$ cat src/rtl/dmem_arbiter_pkg.sv
// Shared types for the two-requester data-memory arbiter.
// Holds the default depth, requester index type and response tag.
package dmem_arbiter_pkg;

    localparam int DEPTH_DEFAULT = 32;

    typedef enum logic {
        REQ0 = 1'b0,
        REQ1 = 1'b1
    } req_idx_e;

    typedef struct packed {
        logic     valid;
        req_idx_e owner;
        logic     err;
    } rsp_tag_t;

endpackage

$ cat src/rtl/dmem_arbiter_rr_pick2.sv
// Two-way round-robin pick: one-hot grant from req and pointer.
// Lone requesters win outright; the pointer only breaks ties.
module rr_pick2 (
    input  logic [1:0] req,
    input  logic       ptr,
    output logic [1:0] gnt
);

    always_comb begin
        gnt = 2'b00;
        case (req)
            2'b01:   gnt = 2'b01;
            2'b10:   gnt = 2'b10;
            2'b11:   gnt = ptr ? 2'b10 : 2'b01;
            default: gnt = 2'b00;
        endcase
    end

endmodule

$ cat src/rtl/dmem_arbiter.sv
// Round-robin arbiter sharing one synchronous data memory between
// a core and a DMA/debug port, with a 1-cycle read response path.
module dmem_arbiter
    import dmem_arbiter_pkg::*;
#(
    parameter int DEPTH = DEPTH_DEFAULT,
    parameter int AW    = 32
) (
    input  logic          clk,
    input  logic          rst,
    input  logic          req0,
    input  logic          req1,
    input  logic          we0,
    input  logic          we1,
    input  logic [AW-1:0] addr0,
    input  logic [AW-1:0] addr1,
    input  logic [31:0]   wdata0,
    input  logic [31:0]   wdata1,
    output logic          gnt0,
    output logic          gnt1,
    output logic          rvalid0,
    output logic          rvalid1,
    output logic [31:0]   rdata0,
    output logic [31:0]   rdata1,
    output logic          err0,
    output logic          err1,
    output logic [AW-1:0] mem_addr,
    output logic [31:0]   mem_din,
    output logic          mem_we,
    input  logic [31:0]   mem_dout
);

    logic [1:0] req;
    logic [1:0] gnt;
    req_idx_e   ptr_q, ptr_d;
    rsp_tag_t   tag_q, tag_d;
    logic       sel_we;
    logic       in_range;

    // Requests are masked in reset so no grant can leak out.
    assign req = {req1, req0} & {2{~rst}};

    rr_pick2 u_pick (
        .req (req),
        .ptr (ptr_q),
        .gnt (gnt)
    );

    assign gnt0 = gnt[0];
    assign gnt1 = gnt[1];

    always_comb begin
        mem_addr = gnt[1] ? addr1 : addr0;
        mem_din  = gnt[1] ? wdata1 : wdata0;
        sel_we   = gnt[1] ? we1 : we0;
        in_range = mem_addr < AW'(DEPTH);
        mem_we   = (|gnt) & sel_we & in_range;

        ptr_d = ptr_q;
        if (gnt[0]) begin
            ptr_d = REQ1;
        end else if (gnt[1]) begin
            ptr_d = REQ0;
        end

        tag_d = '0;
        if (|gnt) begin
            tag_d.valid = ~sel_we;
            tag_d.owner = gnt[1] ? REQ1 : REQ0;
            tag_d.err   = ~in_range;
        end
    end

    always_ff @(posedge clk) begin
        if (rst) begin
            ptr_q <= REQ0;
            tag_q <= '0;
        end else begin
            ptr_q <= ptr_d;
            tag_q <= tag_d;
        end
    end

    // Gating with rst drops a response that was in flight at reset.
    always_comb begin
        rvalid0 = ~rst & tag_q.valid & (tag_q.owner == REQ0);
        rvalid1 = ~rst & tag_q.valid & (tag_q.owner == REQ1);
        err0    = ~rst & tag_q.err & (tag_q.owner == REQ0);
        err1    = ~rst & tag_q.err & (tag_q.owner == REQ1);
        rdata0  = (rvalid0 & ~tag_q.err) ? mem_dout : 32'h0;
        rdata1  = (rvalid1 & ~tag_q.err) ? mem_dout : 32'h0;
    end

endmodule

$ cat config.mk
export PLATFORM = sky130hd
export DESIGN_NAME = dmem_arbiter
export DESIGN_NICKNAME = d
export VERILOG_FILES = /design/src/rtl/dmem_arbiter_pkg.sv /design/src/rtl/dmem_arbiter_rr_pick2.sv /design/src/rtl/dmem_arbiter.sv
export SDC_FILE = /design/constraint.sdc
export NUM_CORES = 1
export LEC_CHECK = 0
export BUFFER_PORTS_ARGS = -buffer_cell sky130_fd_sc_hd__buf_2
export CAP_MARGIN = 5
export CORE_AREA = 2 2 117 119
export DETAILED_ROUTE_END_ITERATION = 8
export DIE_AREA = 0 0 119 121
export SYNTH_ARGS = -nofsm -noshare
export SYNTH_HDL_FRONTEND = slang
export SYNTH_SLANG_ARGS = --single-unit
$ cat constraint.sdc
create_clock -name clk -period 1.46 [get_ports clk]
set_input_delay 0.219 -clock clk [delete_from_list [all_inputs] [get_ports clk]]
set_output_delay 0.219 -clock clk [all_outputs]
set_load 0.02 [all_outputs]
# --- Word-level counts from Yosys, hierarchy flattened ---
# Index checks and enable logic that the tools add are counted.
totals:
  reg_bits: 4
  inputBits: 166
  out_inout_bits: 135
op_classes:
  reduce_logical: 3
  n_mux: 10
  eq_ne: 3
  bitwise: 17
  magnitude_cmp: 1
ops:
  columns: ["cell", "n"]
  rows:
  - ["$mux 32", 4]
  - ["$lt 32x6->1 const B", 1]
  - ["$and 1x1->1", 10]
  - ["$not 1->1", 6]
  - ["$pmux 2 s3", 1]
  - ["$eq 2x2->1 const B", 2]
  - ["$mux 1", 4]
  - ["$reduce_or 2->1", 2]
  - ["$and 2x2->2", 1]
  - ["$eq 2x1->1 const B", 1]
  - ["$mux 2", 1]
  - ["$reduce_bool 2->1", 1]

# --- Longest topological paths before layout ---
logic_depth:
  depth_word: 7
  mapped_depth: 7
  ltp_nobuf: 5

# --- Modules after synthesis ---
# Synthesis repeated with hierarchy kept, for this count alone.
unflattened:
  hier_cells: 196
  hier_area_um2: 1620.3
modules_own_cells:
  columns: ["module", "n_inst", "area_each_um2", "cells_each", "seq_area_each_um2"]
  rows:
  - ["dmem_arbiter", 1, 1601.5, 193, 80.1]
  - ["rr_pick2", 1, 18.8, 3, 0.0]

# --- Worst setup path after synthesis ---
# Ideal clock, no wire load.
synth_path:
  kind: "reg-to-output"
  from: "register ptr_q"
  to: "output port mem_we"
  required_time_ps: 1241
  slack_ps: 20
  t_arrival_ps: 1221
  path_stages_with_launch: 6
  cell_sequence: "dfxtp_1 -> nand2b_2 -> nand3_2 -> nor3b_1 -> o22ai_1 -> a211oi_2"
synth_between:
  elab_chain_cells: 5
synth_lines:
  columns: ["element", "line_no", "source"]
  rows:
  - ["start: declaration", "dmem_arbiter.sv:35", "req_idx_e ptr_q, ptr_d;"]
  - ["start signal: assignment", "dmem_arbiter.sv:79", "ptr_q <= ptr_d;"]
  - ["$mux 2 *", "dmem_arbiter_rr_pick2.sv:14", "2'b11: gnt = ptr ? 2'b10 : 2'b01;"]
  - ["$pmux 2 s3 *", "dmem_arbiter_rr_pick2.sv:11", "case (req)"]
  - ["$mux 32, or another cell as far along", "dmem_arbiter.sv:53", "mem_addr = gnt[1] ? addr1 : addr0;"]
  - ["$lt 32x6->1 or $and 1x1->1 (tied branches)", "dmem_arbiter.sv:56, dmem_arbiter.sv:57", null]
  - ["$and 1x1->1 *", "dmem_arbiter.sv:57", "mem_we = (|gnt) & sel_we & in_range;"]
  - ["end: declaration", "dmem_arbiter.sv:29", "output logic mem_we,"]
# Every way passes the cells marked *; elsewhere a longest branch is shown, timed or not.

# --- Final worst setup path ---
layout_path:
  from: "input port addr0[10]"
  to: "output port mem_we"
layout_between:
  elab_chain_cells: 3
layout_lines:
  columns: ["element", "line_no", "source"]
  rows:
  - ["start: declaration", "dmem_arbiter.sv:15", "input logic [AW-1:0] addr0,"]
  - ["$mux 32", "dmem_arbiter.sv:53", null]
  - ["$lt 32x6->1", "dmem_arbiter.sv:56", "in_range = mem_addr < AW'(DEPTH);"]
  - ["$and 1x1->1", "dmem_arbiter.sv:57", null]
# No other way between the ends.

==> summary.md <==
| Metric | Value |
|---|---|
| Final hold violation count | 0 |
| CP startpoint kind | input pin |
| Antenna violations before repair | 0 |
| Final wirelength | 12800 um |
| Tot Pwr | roughly 2.1 mW |
| Cells after Synth | 327 |
| Clock Skew | between 0.0015 and 0.002 ns |
| Tmin final | 1.85 ns |
| CP top delay family | simple AND/OR/NAND/NOR gates |
| N_diodes | 0 |
| Utilization after layout | 0.429 |
| Vias in the first global route | 3652 |
| Mapped cell area | between 1500 and 2000 sq um |
| Initial core utilization | 0.123 |
| Syn Nets | 493 |
| Failing checks | negative setup slack |
| Metal2 WL | 7400 um |
| RSZ-0062 raised after global routing | yes |
| Clock buffer depth | 2 |
| IO buf count | 300 |
| Top cells by count, synth | 195 x nand2_1, 65 x and2_1, 10 x nor4_1 |
| Root Buffer | clkbuf_16 |
| Largest net degree at the start of global routing | 22 |
| Critical path launch point | addr0[10] |
| H-tree level count | 1 |
| Hold WC Path Type | in -> reg |
| Warnings from Yosys | 0 |
| Top_reg_cell synth | dfxtp_1 |
| Die area | 14400 sq um |
| Combined flip-flop and latch cell area | a little over 80 sq um |
| Final routed DRC violation total | 0 |
| Slew Viols, Final | 0 |
| Critical-path top delay cell | nor3_1 |
| Hold Path Cell Cnt | 3 |
| R2R Setup Slk | about 0.04 ns |
| M1 WL | 4380 um |
| Uppermost layer routed | met4 |
| IO Count | 301 |
| Worst IR Drop VDD | ~280 uV |
| Worst Reg-to-Reg Cells | 7 |
| Ranking of synthesized cells by area | nand2_1 46%, and2_1 25%, dfxtp_1 5.0% |
| First-pass GRT wire length | between 15000 and 20000 um |
| Routed vias | roughly 3500 |
| Layout Nets | 839 |
| Area grow syn2layout | 250% |
| Post-synth EDFFs | 0 |
| Worst hold start | rst |
| Setup CP Type | in -> out |
| Async SR Flop Fraction | 0 |
| Met3 WL | 828 um |
| Crit path cell chain | buf_2 > nor3_1 > nand3_1 > nor3b_4 > o22ai_2 > a211oi_2 > buf_4 |
| Vias per cell | ~4.2 |
| Crit Path Max Fanout | 2 |
| WL/cell | 15.1 um |
| Leakage | 3.17 nW |
| Status | complete, but fails checks |
| Share of cells above drive strength 1 | 0.760 |
| Worst hold endpoint | ptr_q$_SDFFE_PP0N_ |
| WHS | 0.310 ns |
| Worst path required time | 1.24 ns |
| FF-to-FF Start | ptr_q$_SDFFE_PP0N_ |
| Synthesized area per cell | slightly below 5 sq um |
| Worst skew pair latency | 0.23 ns |
| Gpl congestion | roughly 0.77 |
| Yosys top cell by area | nand2_1 |
| Global-route usage over all layers | 0.168 |
| Synthesized flop and latch total | 4 |
| Setup TNS | -28.47 ns |
| Die height | 121 um |
| Crit end category | primary output |
| TritonCTS buffer count | 3 |
| Post-synth top area share | 0.456 |
| Starting DRT DRC Count | 89 |
| First-pass DRT Iterations | 4 |
| Endpoints failing setup | 130 |
| Seq/Total Area, Yosys | 0.0499 |
| R2r endpoint | tag_q[0]$_SDFF_PP0_ |
| Fillers | 1276 |
| Least-Margin Pin Slew | ~0.41 ns |
| # rows | 42 |
| Max cap viols | 0 |
| Gr ovfl total | 0 |
| Tcrit/Tclk final | 1.27 |
| Final worst setup slack | -0.393 ns |
| Power per Cell Area | 376 nW/um^2 |
| Clock sink count | 4 |
| Multi-input gate area | 1980 sq um |
| Worst Path Buf+Inv | 2 |
| Pre-CTS setup slack | -0.584 ns |
| Final ANT Viol Nets | 0 |
| Slowest cell delay on critical path | roughly 0.38 ns |
| Die extent in x | 119 um |
| Clock-pin transition on the worst setup and hold timing paths | about 0.03 ns |
| Netlist cell types | 25 |
| Cell with the most instances after synthesis | nand2_1 |
| CTS tree | done |
| Maximum clock rate | 0.540 GHz |
| Final HPWL from detailed placement | 8260 um |
| Headroom to the max-slew limit | 0.724 |
| Arrival @ worst endpoint | 1.63 ns |
| Core ar. | around 13000 sq um |
## how the worst max path moves through the flow
stage	cells past startpoint	to	slack (ns)
6_report	7	mem_we	-0.39
5_1_grt	7	mem_we	-0.43
4_1_cts	7	mem_we	-0.40
3_5_place_dp	8	mem_we	-0.58
3_3_place_gp	8	mem_we	-0.60
2_1_floorplan	5	mem_we	0.02
## registers in the layout, summed over array words and instances, names as in the netlist
register	cells
ptr_q	1
tag_q	3
## metrics by stage
| stage | area, sq um | instances |
|---|---|---|
| detailed placement | 3490 | 813 |
| global route | 5620 | 847 |
| CTS | 5610 | 850 |
| global placement | 3490 | 813 |
| floorplan | 1600 | 327 |
| finish | 5620 | 847 |
## final cells by class
cell class	count	share of cell area
inverters	3	0.00490
repair buffers	360	0.573
repair inverters	1	0.00200
flip-flops and latches	4	0.0147
clock buffers	3	0.0134
multi-input cells	300	0.353
well taps	176	0.0392
## repair_timing
item / 4_1_cts / 5_1_grt
cloned: 18 / 0
resized for setup: 448 / 25
endpoints found under the setup margin: 131 / 131
hold buffers: 0 / 0
pin swaps: 110 / 24
endpoints found under the hold margin: 0 / 0
setup buffers: 20 / 1
## power by group
group / total (mW) / switching (mW) / internal (mW)
registers: 0.126 / 0.00757 / 0.118
clock network: 0.428 / 0.0781 / 0.350
logic: 1.56 / 0.756 / 0.802
## kinds of logic (layout without fill, tap and decap cells)
kind of cell,after synthesis,after routing,share of synthesized area
simple gates,295,295,0.848
buf+inv,23,367,0.0772
compound gates,5,5,0.0250
flops,4,4,0.0499
## cell usage in the layout (no fill, tap or decap), drive strengths merged
cell,instances
a211oi,1
and2,65
and3,2
buf,357
bufbuf,3
clkbuf,3
dfxtp,4
inv,4
nand2,196
nand2b,1
nand3,5
nand4,2
nor2,5
nor3,5
nor3b,4
nor4,10
o211a,1
o21ai,1
o22ai,2
## worst min-delay path, stage by stage
cell and delay (ns):
buf_2 0.10, buf_4 0.13, nor2_1 0.04
## layer usage
| layer | global-route usage | vias up |
|---|---|---|
| met5 | 0 | - |
| met4 | 0.0365 | 0 |
| met3 | 0.0291 | 16 |
| met2 | 0.358 | 181 |
| met1 | 0.165 | 1613 |
| li1 | - | 1714 |
No activity file was read; power rests on OpenSTA's default activity.
